--- src/rtl/vga_sync_monitor.sv ---
// -----------------------------------------------------------------------------
// vga_sync_monitor
//
// Watches the hsync/vsync outputs of a VGA timing generator, measures line
// period, hsync pulse width and frame height, and locks once LOCK_FRAMES
// consecutive frames match the expected geometry. Any bad line or frame while
// locked drops lock and bumps an error counter. A watchdog forces
// re-acquisition when vsync stops.
//
// Optional feature (macro SYNC_MON_COLOR_CHECK_EN): sticky color_err flag set
// when more than one colour input is high in the same cycle. With the macro
// undefined the port does not exist and no colour logic is built.
//
// Parameters:
//   EXP_H_TOTAL  expected clocks per line (hsync fall to hsync fall)
//   EXP_V_TOTAL  expected lines per frame (vsync fall to vsync fall)
//   LOCK_FRAMES  consecutive good frames needed to lock (1..15)
//   TIMEOUT_W    loss of sync after 2^TIMEOUT_W clocks without a vsync fall
//
// Ports:
//   sys_clk            sole clock, rising edge
//   sys_rst            synchronous active-high reset
//   hsync, vsync       active-low sync inputs
//   red, green, blue   colour inputs
//   locked             high while in LOCKED
//   frame_tick         one-cycle pulse per detected vsync fall
//   h_total            last measured line period (clocks)
//   h_pulse            last measured hsync low width (clocks)
//   v_total            last measured frame height (lines)
//   err_cnt            bad frames seen while locked, saturating at 255
//   color_err          sticky colour-overlap flag (macro builds only)
// -----------------------------------------------------------------------------
module vga_sync_monitor #(
  parameter int EXP_H_TOTAL = 713,
  parameter int EXP_V_TOTAL = 629,
  parameter int LOCK_FRAMES = 2,
  parameter int TIMEOUT_W   = 20
) (
  input  logic       sys_clk,
  input  logic       sys_rst,
  input  logic       hsync,
  input  logic       vsync,
  input  logic       red,
  input  logic       green,
  input  logic       blue,
  output logic       locked,
  output logic       frame_tick,
  output logic [9:0] h_total,
  output logic [9:0] h_pulse,
  output logic [9:0] v_total,
  output logic [7:0] err_cnt
`ifdef SYNC_MON_COLOR_CHECK_EN
  ,
  output logic       color_err
`endif
);

  typedef enum logic [1:0] {
    ST_ACQUIRE,
    ST_MEASURE,
    ST_LOCKED,
    ST_LOST
  } state_e;

  localparam logic [9:0]           EXP_H   = 10'(EXP_H_TOTAL);
  localparam logic [9:0]           EXP_V   = 10'(EXP_V_TOTAL);
  localparam logic [3:0]           LOCK_N  = 4'(LOCK_FRAMES);
  localparam logic [TIMEOUT_W-1:0] WD_MAX  = '1;
  localparam logic [TIMEOUT_W-1:0] WD_LAST = WD_MAX ^ TIMEOUT_W'(1);
  localparam logic [TIMEOUT_W-1:0] WD_ONE  = TIMEOUT_W'(1);

  // Two-stage input pipeline; sync stages idle high.
  logic hs_a_q, hs_a_d, hs_b_q, hs_b_d;
  logic vs_a_q, vs_a_d, vs_b_q, vs_b_d;

  // Measurement datapath.
  logic [9:0]           h_cnt_q, h_cnt_d;
  logic [9:0]           h_lo_q, h_lo_d;
  logic [9:0]           line_cnt_q, line_cnt_d;
  logic [9:0]           h_total_q, h_total_d;
  logic [9:0]           h_pulse_q, h_pulse_d;
  logic [9:0]           v_total_q, v_total_d;
  logic [TIMEOUT_W-1:0] wdog_q, wdog_d;
  logic                 qual_q, qual_d;        // first hs_fall seen
  logic                 frame_bad_q, frame_bad_d;
  logic                 frame_tick_q, frame_tick_d;

  // Lock FSM.
  state_e     state_q, state_d;
  logic [3:0] good_cnt_q, good_cnt_d;
  logic [7:0] err_cnt_q, err_cnt_d;

  // Events and qualifiers.
  logic hs_fall, hs_rise, vs_fall;
  logic wd_hit, hs_bad, frame_good;

  always_comb begin
    hs_fall = hs_b_q & ~hs_a_q;
    hs_rise = ~hs_b_q & hs_a_q;
    vs_fall = vs_b_q & ~vs_a_q;
    // Single-cycle timeout pulse: the watchdog then parks at WD_MAX so the
    // qualifier is only cleared once per loss of vsync.
    wd_hit  = !vs_fall && (wdog_q == WD_LAST);
    hs_bad  = hs_fall && qual_q && (h_cnt_q != EXP_H);
    // An hs_fall coinciding with vs_fall closes the last line of the old
    // frame, so its h_cnt verdict belongs to the frame being judged.
    frame_good = qual_q && !frame_bad_q && !hs_bad && (line_cnt_q == EXP_V);
  end

  // Datapath next-state.
  always_comb begin
    // NOTE: every always_comb output gets a default first so no path leaves
    // it unassigned and infers a latch.
    hs_a_d       = hsync;
    hs_b_d       = hs_a_q;
    vs_a_d       = vsync;
    vs_b_d       = vs_a_q;
    h_cnt_d      = h_cnt_q;
    h_lo_d       = h_lo_q;
    line_cnt_d   = line_cnt_q;
    h_total_d    = h_total_q;
    h_pulse_d    = h_pulse_q;
    v_total_d    = v_total_q;
    wdog_d       = wdog_q;
    qual_d       = qual_q;
    frame_bad_d  = frame_bad_q;
    frame_tick_d = vs_fall;

    if (hs_fall) begin
      h_cnt_d   = 10'd1;
      h_total_d = h_cnt_q;
    end else if (h_cnt_q != 10'h3ff) begin
      h_cnt_d = h_cnt_q + 10'd1;
    end

    // The fall cycle itself is the first low cycle, hence load with 1.
    if (hs_fall) begin
      h_lo_d = 10'd1;
    end else if (!hs_a_q && (h_lo_q != 10'h3ff)) begin
      h_lo_d = h_lo_q + 10'd1;
    end
    if (hs_rise) begin
      h_pulse_d = h_lo_q;
    end

    if (vs_fall) begin
      v_total_d  = line_cnt_q;
      line_cnt_d = hs_fall ? 10'd1 : 10'd0;
    end else if (hs_fall && (line_cnt_q != 10'h3ff)) begin
      line_cnt_d = line_cnt_q + 10'd1;
    end

    if (vs_fall) begin
      wdog_d      = '0;
      frame_bad_d = 1'b0;
    end else begin
      frame_bad_d = frame_bad_q | hs_bad;
      if (wdog_q != WD_MAX) begin
        wdog_d = wdog_q + WD_ONE;
      end
    end

    if (wd_hit) begin
      qual_d = 1'b0;
    end else if (hs_fall) begin
      qual_d = 1'b1;
    end
  end

  // Lock FSM next-state.
  always_comb begin
    state_d    = state_q;
    good_cnt_d = good_cnt_q;
    err_cnt_d  = err_cnt_q;

    unique case (state_q)
      ST_ACQUIRE: begin
        if (vs_fall) begin
          state_d    = ST_MEASURE;
          good_cnt_d = 4'd0;
        end
      end
      ST_MEASURE: begin
        if (vs_fall) begin
          if (frame_good) begin
            good_cnt_d = good_cnt_q + 4'd1;
            if (good_cnt_q + 4'd1 == LOCK_N) begin
              state_d = ST_LOCKED;
            end
          end else begin
            good_cnt_d = 4'd0;
          end
        end
      end
      ST_LOCKED: begin
        if (hs_bad || (vs_fall && !frame_good)) begin
          state_d = ST_LOST;
          if (err_cnt_q != 8'hff) begin
            err_cnt_d = err_cnt_q + 8'd1;
          end
        end
      end
      ST_LOST: begin
        if (vs_fall) begin
          state_d    = ST_MEASURE;
          good_cnt_d = 4'd0;
        end
      end
      default: state_d = ST_ACQUIRE;
    endcase

    if (wd_hit) begin
      state_d = ST_ACQUIRE;
    end
  end

  always_ff @(posedge sys_clk) begin
    if (sys_rst) begin
      hs_a_q       <= 1'b1;
      hs_b_q       <= 1'b1;
      vs_a_q       <= 1'b1;
      vs_b_q       <= 1'b1;
      h_cnt_q      <= '0;
      h_lo_q       <= '0;
      line_cnt_q   <= '0;
      h_total_q    <= '0;
      h_pulse_q    <= '0;
      v_total_q    <= '0;
      wdog_q       <= '0;
      qual_q       <= 1'b0;
      frame_bad_q  <= 1'b0;
      frame_tick_q <= 1'b0;
      state_q      <= ST_ACQUIRE;
      good_cnt_q   <= '0;
      err_cnt_q    <= '0;
    end else begin
      // NOTE: non-blocking assignments so every flop samples pre-edge values.
      hs_a_q       <= hs_a_d;
      hs_b_q       <= hs_b_d;
      vs_a_q       <= vs_a_d;
      vs_b_q       <= vs_b_d;
      h_cnt_q      <= h_cnt_d;
      h_lo_q       <= h_lo_d;
      line_cnt_q   <= line_cnt_d;
      h_total_q    <= h_total_d;
      h_pulse_q    <= h_pulse_d;
      v_total_q    <= v_total_d;
      wdog_q       <= wdog_d;
      qual_q       <= qual_d;
      frame_bad_q  <= frame_bad_d;
      frame_tick_q <= frame_tick_d;
      state_q      <= state_d;
      good_cnt_q   <= good_cnt_d;
      err_cnt_q    <= err_cnt_d;
    end
  end

  assign locked     = (state_q == ST_LOCKED);
  assign frame_tick = frame_tick_q;
  assign h_total    = h_total_q;
  assign h_pulse    = h_pulse_q;
  assign v_total    = v_total_q;
  assign err_cnt    = err_cnt_q;

`ifdef SYNC_MON_COLOR_CHECK_EN
  // Colour stage A resets to all-off so reset itself cannot flag an overlap.
  logic [2:0] rgb_a_q, rgb_a_d;
  logic       color_err_q, color_err_d;

  always_comb begin
    rgb_a_d     = {red, green, blue};
    color_err_d = color_err_q
                | (rgb_a_q[2] & rgb_a_q[1])
                | (rgb_a_q[2] & rgb_a_q[0])
                | (rgb_a_q[1] & rgb_a_q[0]);
  end

  always_ff @(posedge sys_clk) begin
    if (sys_rst) begin
      rgb_a_q     <= '0;
      color_err_q <= 1'b0;
    end else begin
      rgb_a_q     <= rgb_a_d;
      color_err_q <= color_err_d;
    end
  end

  assign color_err = color_err_q;
`else
  logic unused_colour;
  assign unused_colour = ^{red, green, blue};
`endif

endmodule
--- config.mk ---
export PLATFORM = sky130hd
export DESIGN_NAME = vga_sync_monitor
export DESIGN_NICKNAME = d
export VERILOG_FILES = /design/src/rtl/vga_sync_monitor.sv
export SDC_FILE = /design/constraint.sdc
export NUM_CORES = 1
export LEC_CHECK = 0
export CAP_MARGIN = 20
export CORE_MARGIN = 2
export CORE_UTILIZATION = 40
export CTS_BUF_LIST = sky130_fd_sc_hd__clkbuf_4 sky130_fd_sc_hd__clkbuf_8 sky130_fd_sc_hd__clkbuf_16
export CTS_CLUSTER_SIZE = 14
export DETAILED_ROUTE_END_ITERATION = 8
export SLEW_MARGIN = 10
export SYNTH_ARGS = -nofsm -noshare
export SYNTH_HDL_FRONTEND = slang
export SYNTH_SLANG_ARGS = --single-unit
--- constraint.sdc ---
create_clock -name sys_clk -period 2.9 [get_ports sys_clk]
set_input_delay 0.58 -clock sys_clk [delete_from_list [all_inputs] [get_ports sys_clk]]
set_output_delay 0.58 -clock sys_clk [all_outputs]
set_load 0.005 [all_outputs]
==> reports/qor.txt <==
CTS hold repair buffers: 0
Pre-CTS WS: 0.632 ns
Die Width: 109 microns
Actual slew at the worst max-slew pin: 0.818 ns
Dominant synthesized flop cell: dfxtp_1
Clock root cell: clkbuf_8
CTS tree: done
Mapped Area: 4430 sq um
Crit path kind: reg2reg
RSZ-0062 raised after global routing: false
# setup viols final: 0
GRT Overall Usage: 16.7%
Final WL: 9.21 mm
Post-cts sizing count: 0
CTS Sinks: 101
CP arrival: 2.62 ns
Synth area leaders: dfxtp_1 46%, nand2_1 5.4%, nor2_1 5.0%
Required @ worst endpoint: 3.21 ns
Cell accounting for the most synthesized area: dfxtp_1
Detailed Route Iter0 Violations: 133
Syn_nets: 526
DRC Markers: 0
Post-layout worst setup margin: 0.587 ns
P per Cell Area: 492 nW/um^2
Vias in the first global route: 3636
Final Hold Viols: 0
Drt wl/cell: 13.2 microns
Pin count of the biggest net entering global routing: 30
Final worst path period share: 79.7%
Maximum root-to-sink buffer count: 2
Slew margin rel.: 45.2%
Num ports: 47
Clock Pin Slew Worst Setup and Hold Paths: 0.09 ns
First-pass DRT Iterations: 4
Setup Skew: 0.00935 ns
Share of cells above drive strength 1: 7.32%
Post-synth cell types: 52
H-Tree Depth: 3
F_max: 0.432 GHz
Die ar.: 11900 sq um
Fill cells: 1064
Clock Latency Late Sink: 0.37 ns
Post-synth top area share: 45.6%
Worst VDD drop: 313 uV
Status: finished clean
Leak: 1.79 nW
Gpl congestion: 0.845
Port Buffers: 43
# Max-Cap Violations: 0
Post-synth EDFFs: 0
Synth async-reset ratio: 0%
#FFs+latches synth: 101
Setup TNS: 0 ns
Synthesis-to-finish area growth: 18.4%
Slew Limit Fails: 0
Initial core utilization: 40.9%
First-pass GRT wire length: 16.0 mm
Grt ovf: 0
Row cnt: 38
Cts bufs inserted: 9
Initial antenna violation count: 0
Tot Pwr: 2.58 mW
Core ar.: 10800 sq um
Synth warn: 0
Fin crit period: 2.31 ns
Critical Path Start Type: flip-flop
CP Capture Type: flip-flop
Post-Synthesis Cells: 506
ANT cells: 0
Hold Slack: 0.456 ns
Nets@finish: 576
CP max FO: 6
Antenna-violating nets left: 0
Height of the die: 109 microns
DR vias/cell: 5.23
Post-DP HPWL: 6.56 mm
Setup Buffers After CTS: 0
Mean area per synthesized cell: 8.76 sq um
Via count: 3663
Sequential share of the synthesized area: 45.6%
HP Class: reg2reg
[synthesized netlist by cell type, drive strengths merged, types with 2 or more instances]
library cell and number:
mux2i 5, nand2 64, clkbuf 12, inv 14, o2111ai 3, or3b 2, nor4 9, or4 2
nor2b 2, o21ai 10, o31ai 2, a31oi 5, nand4 11, and4 4, a211oi 12, or3 3
nor2 59, buf 4, xor2 17, ha 13, o211ai 2, or2 6, a31o 2, a2111oi 3
a21oi 39, a41o 2, nand3 21, xnor2 22, a22o 10, dfxtp 101, a41oi 3, nand2b 6
nor3 9, nand3b 3, and2 2, and3 10
[layout by cell type, fill, tap and decap left out, drive strengths merged, types with 3 or more instances in the layout]
cell           netlist  final
nor2                59     59
and3                10     10
mux2i                5      5
a2111oi              3      3
nand2b               6      6
nand3               21     21
a22o                10     10
a41oi                3      3
ha                  13     13
xnor2               22     22
o2111ai              3      3
nand4               11     11
xor2                17     17
inv                 14     14
and4                 4      4
clkbuf              12     12
or3                  3      3
or2                  6      6
a31oi                5      5
nor3                 9      9
nor4                 9      9
dfxtp              101    101
clkdlybuf4s50        0     43
a211oi              12     12
a21oi               39     39
o21ai               10     10
nand2               64     64
buf                  4     12
nand3b               3      3
[final timing paths]
path | start | end | slack [ns] | cells past startpoint
worst max-delay path | line_cnt_q[3]$_SDFFE_PP0P_ | good_cnt_q[3]$_SDFFE_PP0P_ | 0.59 | 5
worst min register to register | h_total[8]$_SDFFE_PP0N_ | h_total[8]$_SDFFE_PP0N_ | 0.46 | 2
worst min-delay path | h_total[8]$_SDFFE_PP0N_ | h_total[8]$_SDFFE_PP0N_ | 0.46 | 2
worst max register to register | line_cnt_q[3]$_SDFFE_PP0P_ | good_cnt_q[3]$_SDFFE_PP0P_ | 0.59 | 5
[area by class of cell]
| cell class | count | area [sq um] | area share [%] |
|---|---|---|---|
| Multi-Input combinational cell | 375 | 2300 | 43.8 |
| Sequential cell | 101 | 2020 | 38.5 |
| Timing Repair Buffer | 55 | 520 | 9.92 |
| Tap cell | 140 | 175 | 3.34 |
| Clock buffer | 12 | 159 | 3.03 |
| Inverter | 14 | 52.6 | 1.00 |
| Clock inverter | 3 | 21.3 | 0.405 |
[registers in the layout, indices dropped and copies added, names as in the netlist]
register and count:
qual_q 1, h_lo_q 10, vs_a_q 1, wdog_q 20, line_cnt_q 10, h_total 10
frame_tick 1, state_q 2, frame_bad_q 1, h_pulse 10, hs_b_q 1, good_cnt_q 4
vs_b_q 1, hs_a_q 1, v_total 10, err_cnt 8, h_cnt_q 10
[stage by stage]
stage | utilization [%] | cell area, sq um | std cells
finish | 48.4 | 5250 | 700
global route | 48.4 | 5250 | 700
CTS | 48.4 | 5250 | 700
detailed placement | 46.7 | 5070 | 685
global placement | 46.7 | 5070 | 685
floorplan | - | 4430 | 506
[cells by family (layout without fill, tap and decap cells)]
family	after synthesis	in the layout	share of synthesized area (%)
XOR/XNOR	39	39	7.71
flip-flops	101	101	45.6
buffers and inverters	30	84	2.54
multiplexers	5	5	1.13
adder cells (fa/ha/maj)	13	13	3.67
AND/OR/NAND/NOR	219	219	24.5
AO/OA/AOI/OAI	99	99	14.8
[worst max-delay path, stage by stage, from the launching register on]
cell,delay (ns)
dfxtp_1,0.39
or4b_4,0.57
or3_4,0.44
nor4_4,0.33
or3b_1,0.39
a21oi_1,0.14
[power breakdown]
group	total, mW	internal (mW)	switching (mW)	leakage, nW
registers	1.45	1.42	0.0300	0.817
logic	0.302	0.126	0.176	0.879
clock network	0.832	0.364	0.467	0.0919
[routing by layer]
layer	wire [microns]	global-route usage (%)	share of wire [%]
met5	0	0	0
met4	246	7.78	2.7
met2	4340	28.1	47
met3	294	4.54	3.2
met1	4320	19.7	47
(Power assumes the default switching activity.)
